==> src/rtl/mdu_hilo.sv <==
// mdu_hilo: EX-stage multiply/divide unit with the architectural HI/LO pair.
// Multiplies take MUL_LAT cycles; divides take DIV_ITER restoring iterations
// plus one sign-fixup cycle. Optional MADD/MSUB is enabled by the
// MDU_MADD_EN macro. Without it, ops 110/111 are no-ops.
//
// Ports:
//   clk     core clock, rising edge
//   rst_n   synchronous active-low reset
//   start   request valid this cycle
//   op      000 MULT, 001 MULTU, 010 DIV, 011 DIVU, 100 MTHI, 101 MTLO,
//           110 MADD, 111 MSUB
//   a, b    rs / rt operands, already forwarded
//   cancel  flush; aborts any in-flight operation
//   rd_sel  0 = read LO, 1 = read HI
//   RHLOut  selected HI/LO value, combinational from the registers
//   busy    operation in flight (registered)
//   done    one-cycle pulse on the edge HI/LO take a mul/div result
module mdu_hilo #(
    parameter int unsigned MUL_LAT  = 2,
    parameter int unsigned DIV_ITER = 32
) (
    input  logic        clk,
    input  logic        rst_n,
    input  logic        start,
    input  logic [2:0]  op,
    input  logic [31:0] a,
    input  logic [31:0] b,
    input  logic        cancel,
    input  logic        rd_sel,
    output logic [31:0] RHLOut,
    output logic        busy,
    output logic        done
);

    localparam int unsigned XLEN  = 32;
    localparam int unsigned CNT_W = 6;

    localparam logic [2:0] OP_MULT  = 3'b000;
    localparam logic [2:0] OP_MULTU = 3'b001;
    localparam logic [2:0] OP_DIV   = 3'b010;
    localparam logic [2:0] OP_DIVU  = 3'b011;
    localparam logic [2:0] OP_MTHI  = 3'b100;
    localparam logic [2:0] OP_MTLO  = 3'b101;
`ifdef MDU_MADD_EN
    localparam logic [2:0] OP_MADD  = 3'b110;
    localparam logic [2:0] OP_MSUB  = 3'b111;

    typedef enum logic [1:0] {ACC_NONE, ACC_ADD, ACC_SUB} acc_t;
    acc_t r_acc;
`endif

    typedef enum logic [1:0] {S_IDLE, S_MUL, S_DIV, S_FIX} state_t;
    state_t r_state;

    logic [XLEN-1:0]   r_hi, r_lo;
    logic [2*XLEN-1:0] r_prod;
    logic [CNT_W-1:0]  r_cnt;
    logic [XLEN-1:0]   r_quo, r_rem, r_dvs;
    logic              r_q_neg, r_r_neg, r_dz;

    logic              w_accept;
    logic              w_mul_signed, w_a_neg, w_b_neg;
    logic [2*XLEN-1:0] w_a_ext, w_b_ext, w_prod;
    logic [XLEN-1:0]   w_dvd, w_dvs;
    logic [XLEN:0]     w_shift, w_trial;
    logic [XLEN-1:0]   w_quo_fix, w_rem_fix;

    assign RHLOut   = rd_sel ? r_hi : r_lo;
    assign w_accept = start && !cancel && (r_state == S_IDLE);

    // One 64-bit multiplier; sign/zero extension selects signed vs unsigned.
    assign w_mul_signed = (op != OP_MULTU);
    assign w_a_ext = w_mul_signed ? {{XLEN{a[XLEN-1]}}, a} : {{XLEN{1'b0}}, a};
    assign w_b_ext = w_mul_signed ? {{XLEN{b[XLEN-1]}}, b} : {{XLEN{1'b0}}, b};
    assign w_prod  = w_a_ext * w_b_ext;

    // Division runs on magnitudes; signs are reapplied in FIX.
    assign w_a_neg = (op == OP_DIV) && a[XLEN-1];
    assign w_b_neg = (op == OP_DIV) && b[XLEN-1];
    assign w_dvd   = w_a_neg ? (~a + 32'd1) : a;
    assign w_dvs   = w_b_neg ? (~b + 32'd1) : b;

    // Restoring step: shift next dividend bit into the partial remainder.
    assign w_shift = {r_rem, r_quo[XLEN-1]};
    assign w_trial = w_shift - {1'b0, r_dvs};

    assign w_quo_fix = r_q_neg ? (~r_quo + 32'd1) : r_quo;
    assign w_rem_fix = r_r_neg ? (~r_rem + 32'd1) : r_rem;

    always_ff @(posedge clk) begin
        if (!rst_n) begin
            r_state <= S_IDLE;
            r_hi    <= '0;
            r_lo    <= '0;
            r_prod  <= '0;
            r_cnt   <= '0;
            r_quo   <= '0;
            r_rem   <= '0;
            r_dvs   <= '0;
            r_q_neg <= 1'b0;
            r_r_neg <= 1'b0;
            r_dz    <= 1'b0;
            busy    <= 1'b0;
            done    <= 1'b0;
`ifdef MDU_MADD_EN
            r_acc   <= ACC_NONE;
`endif
        end else begin
            done <= 1'b0;
            case (r_state)
                S_IDLE: begin
                    if (w_accept) begin
                        case (op)
                            OP_MULT, OP_MULTU: begin
                                r_prod  <= w_prod;
                                r_cnt   <= CNT_W'(MUL_LAT - 1);
                                busy    <= 1'b1;
                                r_state <= S_MUL;
`ifdef MDU_MADD_EN
                                r_acc   <= ACC_NONE;
`endif
                            end
`ifdef MDU_MADD_EN
                            OP_MADD, OP_MSUB: begin
                                r_prod  <= w_prod;
                                r_cnt   <= CNT_W'(MUL_LAT - 1);
                                busy    <= 1'b1;
                                r_state <= S_MUL;
                                r_acc   <= (op == OP_MADD) ? ACC_ADD : ACC_SUB;
                            end
`endif
                            OP_DIV, OP_DIVU: begin
                                r_quo   <= w_dvd;
                                r_rem   <= '0;
                                r_dvs   <= w_dvs;
                                r_q_neg <= w_a_neg ^ w_b_neg;
                                r_r_neg <= w_a_neg;
                                r_dz    <= (b == '0);
                                r_cnt   <= CNT_W'(DIV_ITER - 1);
                                busy    <= 1'b1;
                                r_state <= S_DIV;
                            end
                            OP_MTHI: r_hi <= a;
                            OP_MTLO: r_lo <= a;
                            default: ;
                        endcase
                    end
                end
                S_MUL: begin
                    if (cancel) begin
                        busy    <= 1'b0;
                        r_state <= S_IDLE;
                    end else if (r_cnt == '0) begin
`ifdef MDU_MADD_EN
                        // Accumulate against HI/LO as they stand at this edge.
                        case (r_acc)
                            ACC_ADD: {r_hi, r_lo} <= {r_hi, r_lo} + r_prod;
                            ACC_SUB: {r_hi, r_lo} <= {r_hi, r_lo} - r_prod;
                            default: {r_hi, r_lo} <= r_prod;
                        endcase
`else
                        {r_hi, r_lo} <= r_prod;
`endif
                        done    <= 1'b1;
                        busy    <= 1'b0;
                        r_state <= S_IDLE;
                    end else begin
                        r_cnt <= r_cnt - CNT_W'(1);
                    end
                end
                S_DIV: begin
                    if (cancel) begin
                        busy    <= 1'b0;
                        r_state <= S_IDLE;
                    end else begin
                        if (!w_trial[XLEN]) begin
                            r_rem <= w_trial[XLEN-1:0];
                            r_quo <= {r_quo[XLEN-2:0], 1'b1};
                        end else begin
                            r_rem <= w_shift[XLEN-1:0];
                            r_quo <= {r_quo[XLEN-2:0], 1'b0};
                        end
                        if (r_cnt == '0) r_state <= S_FIX;
                        else             r_cnt   <= r_cnt - CNT_W'(1);
                    end
                end
                S_FIX: begin
                    if (cancel) begin
                        busy    <= 1'b0;
                        r_state <= S_IDLE;
                    end else begin
                        // Divide by zero: quotient all ones, remainder = a.
                        r_lo    <= r_dz ? '1 : w_quo_fix;
                        r_hi    <= w_rem_fix;
                        done    <= 1'b1;
                        busy    <= 1'b0;
                        r_state <= S_IDLE;
                    end
                end
                default: begin
                    busy    <= 1'b0;
                    r_state <= S_IDLE;
                end
            endcase
        end
    end

endmodule

==> config.mk <==
export PLATFORM = sky130hd
export DESIGN_NAME = mdu_hilo
export DESIGN_NICKNAME = d
export VERILOG_FILES = /design/src/rtl/mdu_hilo.sv
export SDC_FILE = /design/constraint.sdc
export NUM_CORES = 2
export LEC_CHECK = 0
export ABC_CLOCK_PERIOD_IN_PS = 31900
export CAP_MARGIN = 20
export CORE_AREA = 2 2 324 326
export CTS_BUF_LIST = sky130_fd_sc_hd__clkbuf_16
export DETAILED_ROUTE_END_ITERATION = 10
export DIE_AREA = 0 0 326 328
export HOLD_SLACK_MARGIN = 0.03
export PLACE_DENSITY = 0.77
export SLEW_MARGIN = 25
export SYNTH_ARGS = -nofsm -noshare
export SYNTH_HDL_FRONTEND = slang
export SYNTH_SLANG_ARGS = --single-unit
==> constraint.sdc <==
create_clock -name clk -period 31.9 [get_ports clk]
set_input_delay 9.57 -clock clk [delete_from_list [all_inputs] [get_ports clk]]
set_output_delay 9.57 -clock clk [all_outputs]
set_load 0.05 [all_outputs]
Word level (Yosys, flattened, before mapping)

Index checks and enable logic that the tools add are counted.

Flip-flop bits (word level): 237
Logic and storage cells: 125

Add/sub/neg operators: 6
$mul: 1
Equality and inequality tests: 24
Multiplexer cells: 52
Bitwise operators: 5
Reductions and logical operators: 24

Operator list:

| cell                  | number |
|---|---|
| $mux 32               | 23 |
| $pmux 32 s3           | 2 |
| $add 32x1->32 const B | 4 |
| $mux 64               | 2 |
| $not 32->32           | 4 |
| $pmux 32 s2           | 2 |
| $mul 64x64->64        | 1 |
| $sub 33x32->33        | 1 |
| $logic_not 32->1      | 1 |
| $pmux 6 s2            | 2 |
| $mux 6                | 3 |
| $ne 2x2->1 const B    | 9 |
| $reduce_and 4->1      | 3 |
| $reduce_and 6->1      | 2 |
| $mux 2                | 5 |
| $mux 1                | 9 |
| $pmux 2 s4            | 1 |
| $eq 3x2->1 const B    | 2 |
| $eq 3x3->1 const B    | 2 |
| $logic_not 6->1       | 1 |
| $ne 2x1->1 const B    | 3 |
| $ne 3x1->1 const B    | 2 |
| $ne 3x3->1 const B    | 2 |
| $reduce_and 3->1      | 2 |
| 17 further kinds      | 24 |

Logic depth before layout (Yosys ltp)

Depth after elaboration: 6
Gate-level depth with buffers: 38
Depth with buffers taken out: 35

Least setup slack after synthesis

No wires, ideal clock.

Path type: input -> output
From: input port rd_sel
To: output port RHLOut[10]
Arrival time: 10.583 ns
Slack: 11.747 ns
Stages on the path: 3
Path buffers: 2
Path through: clkbuf_1 -> buf_1 -> mux2_2

Cells in the longest elaborated chain, start to end: 1

RTL lines:

| element     | RTL line | RTL |
|---|---|---|
| from (decl) | 29       | `input logic rd_sel,` |
| $mux 32     | 68       | `assign RHLOut = rd_sel ? r_hi : r_lo;` |
| to (decl)   | 30       | `output logic [31:0] RHLOut,` |

No other way between the ends.

Worst setup path in the final report

From: input port rd_sel
To: output port RHLOut[19]

The elaborated chain is that of the path after synthesis.

==> results <==
- The final hold violation count came to 0.
- The TritonCTS clock tree is done.
- Summing over every cut layer, the via total after detailed routing is 47400.
- The fraction of layout instances using a drive strength above 1 is 3.42%.
- The number of different library cells used by synthesis comes to 78.
- The worst pin sits at a relative slew slack of 32.9%.
- For this block, the initial DRC count from the detailed router was 4494.
- The cts-stage hold buffer count is 0.
- The clock drives 237 sinks.
- The area enclosed by the die boundary is 0.107 mm2.
- In this run the worst path has a maximum fanout of 32.
- The total area inside the core boundary comes to 0.103 mm2.
- In this run the number of H-tree levels came out at 1.
- After clock tree synthesis, the clock-pin slew on the worst setup and hold paths is 0.06 ns.
- The count of state elements after synthesis is 237.
- The number of global-route vias before repair is 50200.
- Setup repair after global routing left no endpoint under its margin.
- For the pin with the worst max-slew slack, the measured transition is 1.00 ns.
- Across the run, the number of max-cap violations was 0.
- STA classifies the critical path endpoint as a primary output.
- The number of nets handed over by synthesis was 8767.
- Port buffering added 105 buffers.
- In the layout the commonest cells are sky130_fd_sc_hd__inv_1 (1556), sky130_fd_sc_hd__fa_1 (1416), sky130_fd_sc_hd__nand2_1 (928), sky130_fd_sc_hd__and2_1 (441), sky130_fd_sc_hd__ha_1 (354).
- Clock latency on the worst-skew pair, taken at its later pin, is 0.54 ns.
- After the last flow step, the layout net total stands at 8587.
- Leaving out fill and tap cells, the most frequent cell in the layout is sky130_fd_sc_hd__inv_1.
- The global-route wire length before repair is 290 mm.
- Synthesis produced a netlist whose cell count is 6923.
- The worst setup path is launched from an input pin.
- Of the available clock period, the critical path in the final layout requires 66.2%.
- The number of enable flip-flop cells after synthesis is 0.
- The first detailed-routing pass took 6 iterations.
- The worst setup skew after layout is 0.00885 ns.
- The number of nets still failing antenna checks after routing is 0.
- The worst-case clock buffer depth is 3.
- The initial antenna violation count is 9.
- The count of unresolved DRC violations after routing is 0.
- The total CTS buffers is 24.
- Dividing the detail-routed wire length by the instance count gives 22.6 um.
- The internal reg-to-reg setup slack is 27.49 ns.
- The worst hold-check path type is register to register.
- For this run, the total global-route usage over all layers was measured as 35.4%.
- The HPWL after detailed placement is 144 mm.
- Setup violations remaining at the end of the flow were counted as 0.
- Yosys printed 0 warnings.
- For the worst setup path, the data arrival time is 11.55 ns.
- Setup total negative slack on the finished layout was measured at 0 ns.
- Wires add up to 184 mm.
- The horizontal die dimension is 326 um.
- The average cell area after synthesis is 8.90 um2.
- The layout overhead on the synthesized area is 4.24%.
- The flip-flop cell with the highest count after synthesis is sky130_fd_sc_hd__dfxtp_1.
- The post-cts sizing count is 0.
- The final max-slew violation count is 0.
- The initial standard-cell utilization of the core is 59.7%.
- Routability-driven placement finished with a final weighted congestion of 1.03.
- CTS placed an instance of sky130_fd_sc_hd__clkbuf_16 at the clock tree root.
- Summing the sequential cell areas from Yosys gives 7.70% of the chip area.
- Counting the fill cells in the layout gives 8665.
- Counting flops with an async set or reset pin after synthesis yields a share of 0%.
- The run finished with clean final reports.
- For this run, the top clock speed supported by timing is 47.4 MHz.
- The global-route congestion overflow total is 0.
- Entering global routing, the biggest net connects 77 pins.
- At the worst endpoint, the required time is 22.33 ns.
- The number of setup buffers added after CTS is 0.
- The kind of critical path is input pin to primary output.
- The post-synthesis instance area is 0.0616 mm2.
- In this run the vertical extent of the chip is 328 um.
- The vias per cell is 5.82.
- During I/O placement, the number of pins put on the boundary was 106.
- The clock period minus final worst setup slack is 21.12 ns.
- The floorplan has 118 rows.
[worst paths after layout]
| path | to | from | depth (start not counted) |
|---|---|---|---|
| setup / recovery | RHLOut[19] | rd_sel | 4 |
| hold / removal | r_dvs[29] | r_dvs[29] | 2 |
| setup reg to reg | r_rem[9] | r_quo[31] | 15 |
| hold reg to reg | r_dvs[29] | r_dvs[29] | 2 |
[synth_stat cells, drive strengths merged, types with 4 or more instances]
| cell | number | area [um2] |
|---|---|---|
| a31oi | 58 | 363 |
| nor3 | 36 | 191 |
| or3 | 24 | 160 |
| o21ai | 222 | 1110 |
| mux2 | 33 | 372 |
| nor3b | 4 | 30.0 |
| buf | 58 | 233 |
| fa | 1416 | 28300 |
| inv | 1553 | 5830 |
| a21oi | 193 | 966 |
| a211oi | 40 | 305 |
| a311oi | 26 | 228 |
| a221oi | 36 | 315 |
| o21a | 14 | 105 |
| nor2 | 185 | 694 |
| mux2i | 26 | 260 |
| xor2 | 72 | 631 |
| clkbuf | 345 | 1290 |
| dfxtp | 237 | 4740 |
| and2 | 441 | 2760 |
| a211o | 4 | 35.0 |
| ha | 356 | 4450 |
| or2 | 7 | 43.8 |
| and3 | 40 | 250 |
| a21o | 73 | 548 |
| nand3b | 9 | 67.6 |
| nand4 | 13 | 81.3 |
| o41ai | 14 | 123 |
| or4 | 16 | 124 |
| nor2b | 23 | 144 |
| nand2 | 929 | 3490 |
| o21bai | 22 | 165 |
| nand3 | 37 | 190 |
| o211ai | 12 | 95.1 |
| a21boi | 7 | 52.6 |
| nand2b | 21 | 131 |
| a22oi | 58 | 435 |
| o31ai | 25 | 220 |
| nor4 | 17 | 113 |
| xnor2 | 190 | 1660 |
| a31o | 4 | 35.0 |
[cell type report]
cell class	instances	area, um2	share of cell area (%)
Timing Repair Buffer	197	1580	2.46
Tap cell	1380	1730	2.69
Multi-Input combinational cell	4729	49600	77.2
Antenna cell	4	10.0	0.0156
Sequential cell	237	4750	7.39
Clock inverter	18	110	0.171
Clock buffer	25	626	0.974
Inverter	1554	5840	9.08
[state kept, by name, summed over array words and instances, names as in the netlist]
| register | count |
|---|---|
| r_state | 2 |
| r_hi | 32 |
| r_prod | 64 |
| busy | 1 |
| r_cnt | 6 |
| r_rem | 32 |
| r_q_neg | 1 |
| done | 1 |
| r_lo | 32 |
| r_quo | 32 |
| r_r_neg | 1 |
| r_dvs | 32 |
| r_dz | 1 |
[worst max-delay path, stage by stage]
cell and delay, ns:
sky130_fd_sc_hd__clkdlybuf4s50_1 0.45, sky130_fd_sc_hd__buf_4 0.40, sky130_fd_sc_hd__mux2_2 0.40, sky130_fd_sc_hd__clkdlybuf4s50_1 0.71
[logic make-up (layout without fill, tap and decap cells)]
kind of cell	count (synthesis)	after routing	synth area share [%]
xor gates and xnor gates	262	262	3.72
DFF	237	237	7.70
buffers and inverters	1957	1794	11.9
AOI/OAI and AO/OA	829	829	8.59
muxes	59	59	1.03
and+or+nand+nor	1806	1806	13.8
other	0	4	0
adders and majority gates	1773	1773	53.2
[through the flow]
stage / hold WS (ns) / area [um2] / util (%) / setup slack [ns] / cells
6_report: 0.452 / 64300 / 62.3 / 10.78 / 8144
4_1_cts: 0.453 / 64200 / 62.3 / 10.78 / 8140
3_3_place_gp: 0.442 / 63500 / 61.5 / 10.84 / 8097
2_1_floorplan: 0.432 / 61600 / - / 11.75 / 6923
5_1_grt: 0.470 / 64200 / 62.3 / 10.75 / 8141
3_5_place_dp: 0.446 / 63500 / 61.5 / 10.78 / 8097
[metal layers]
| layer | wire length (um) | up-vias | global-route usage, % |
|---|---|---|---|
| met5 | 44 | - | 0 |
| met1 | 69500 | 24100 | 45.6 |
| met3 | 17600 | 526 | 6.27 |
| met4 | 11100 | 6 | 18.1 |
| li1 | - | 20400 | - |
| met2 | 85800 | 2311 | 57.8 |
Power is not shown: default switching activity piles up to over one toggle a cycle in this logic, so the estimate is an artifact.
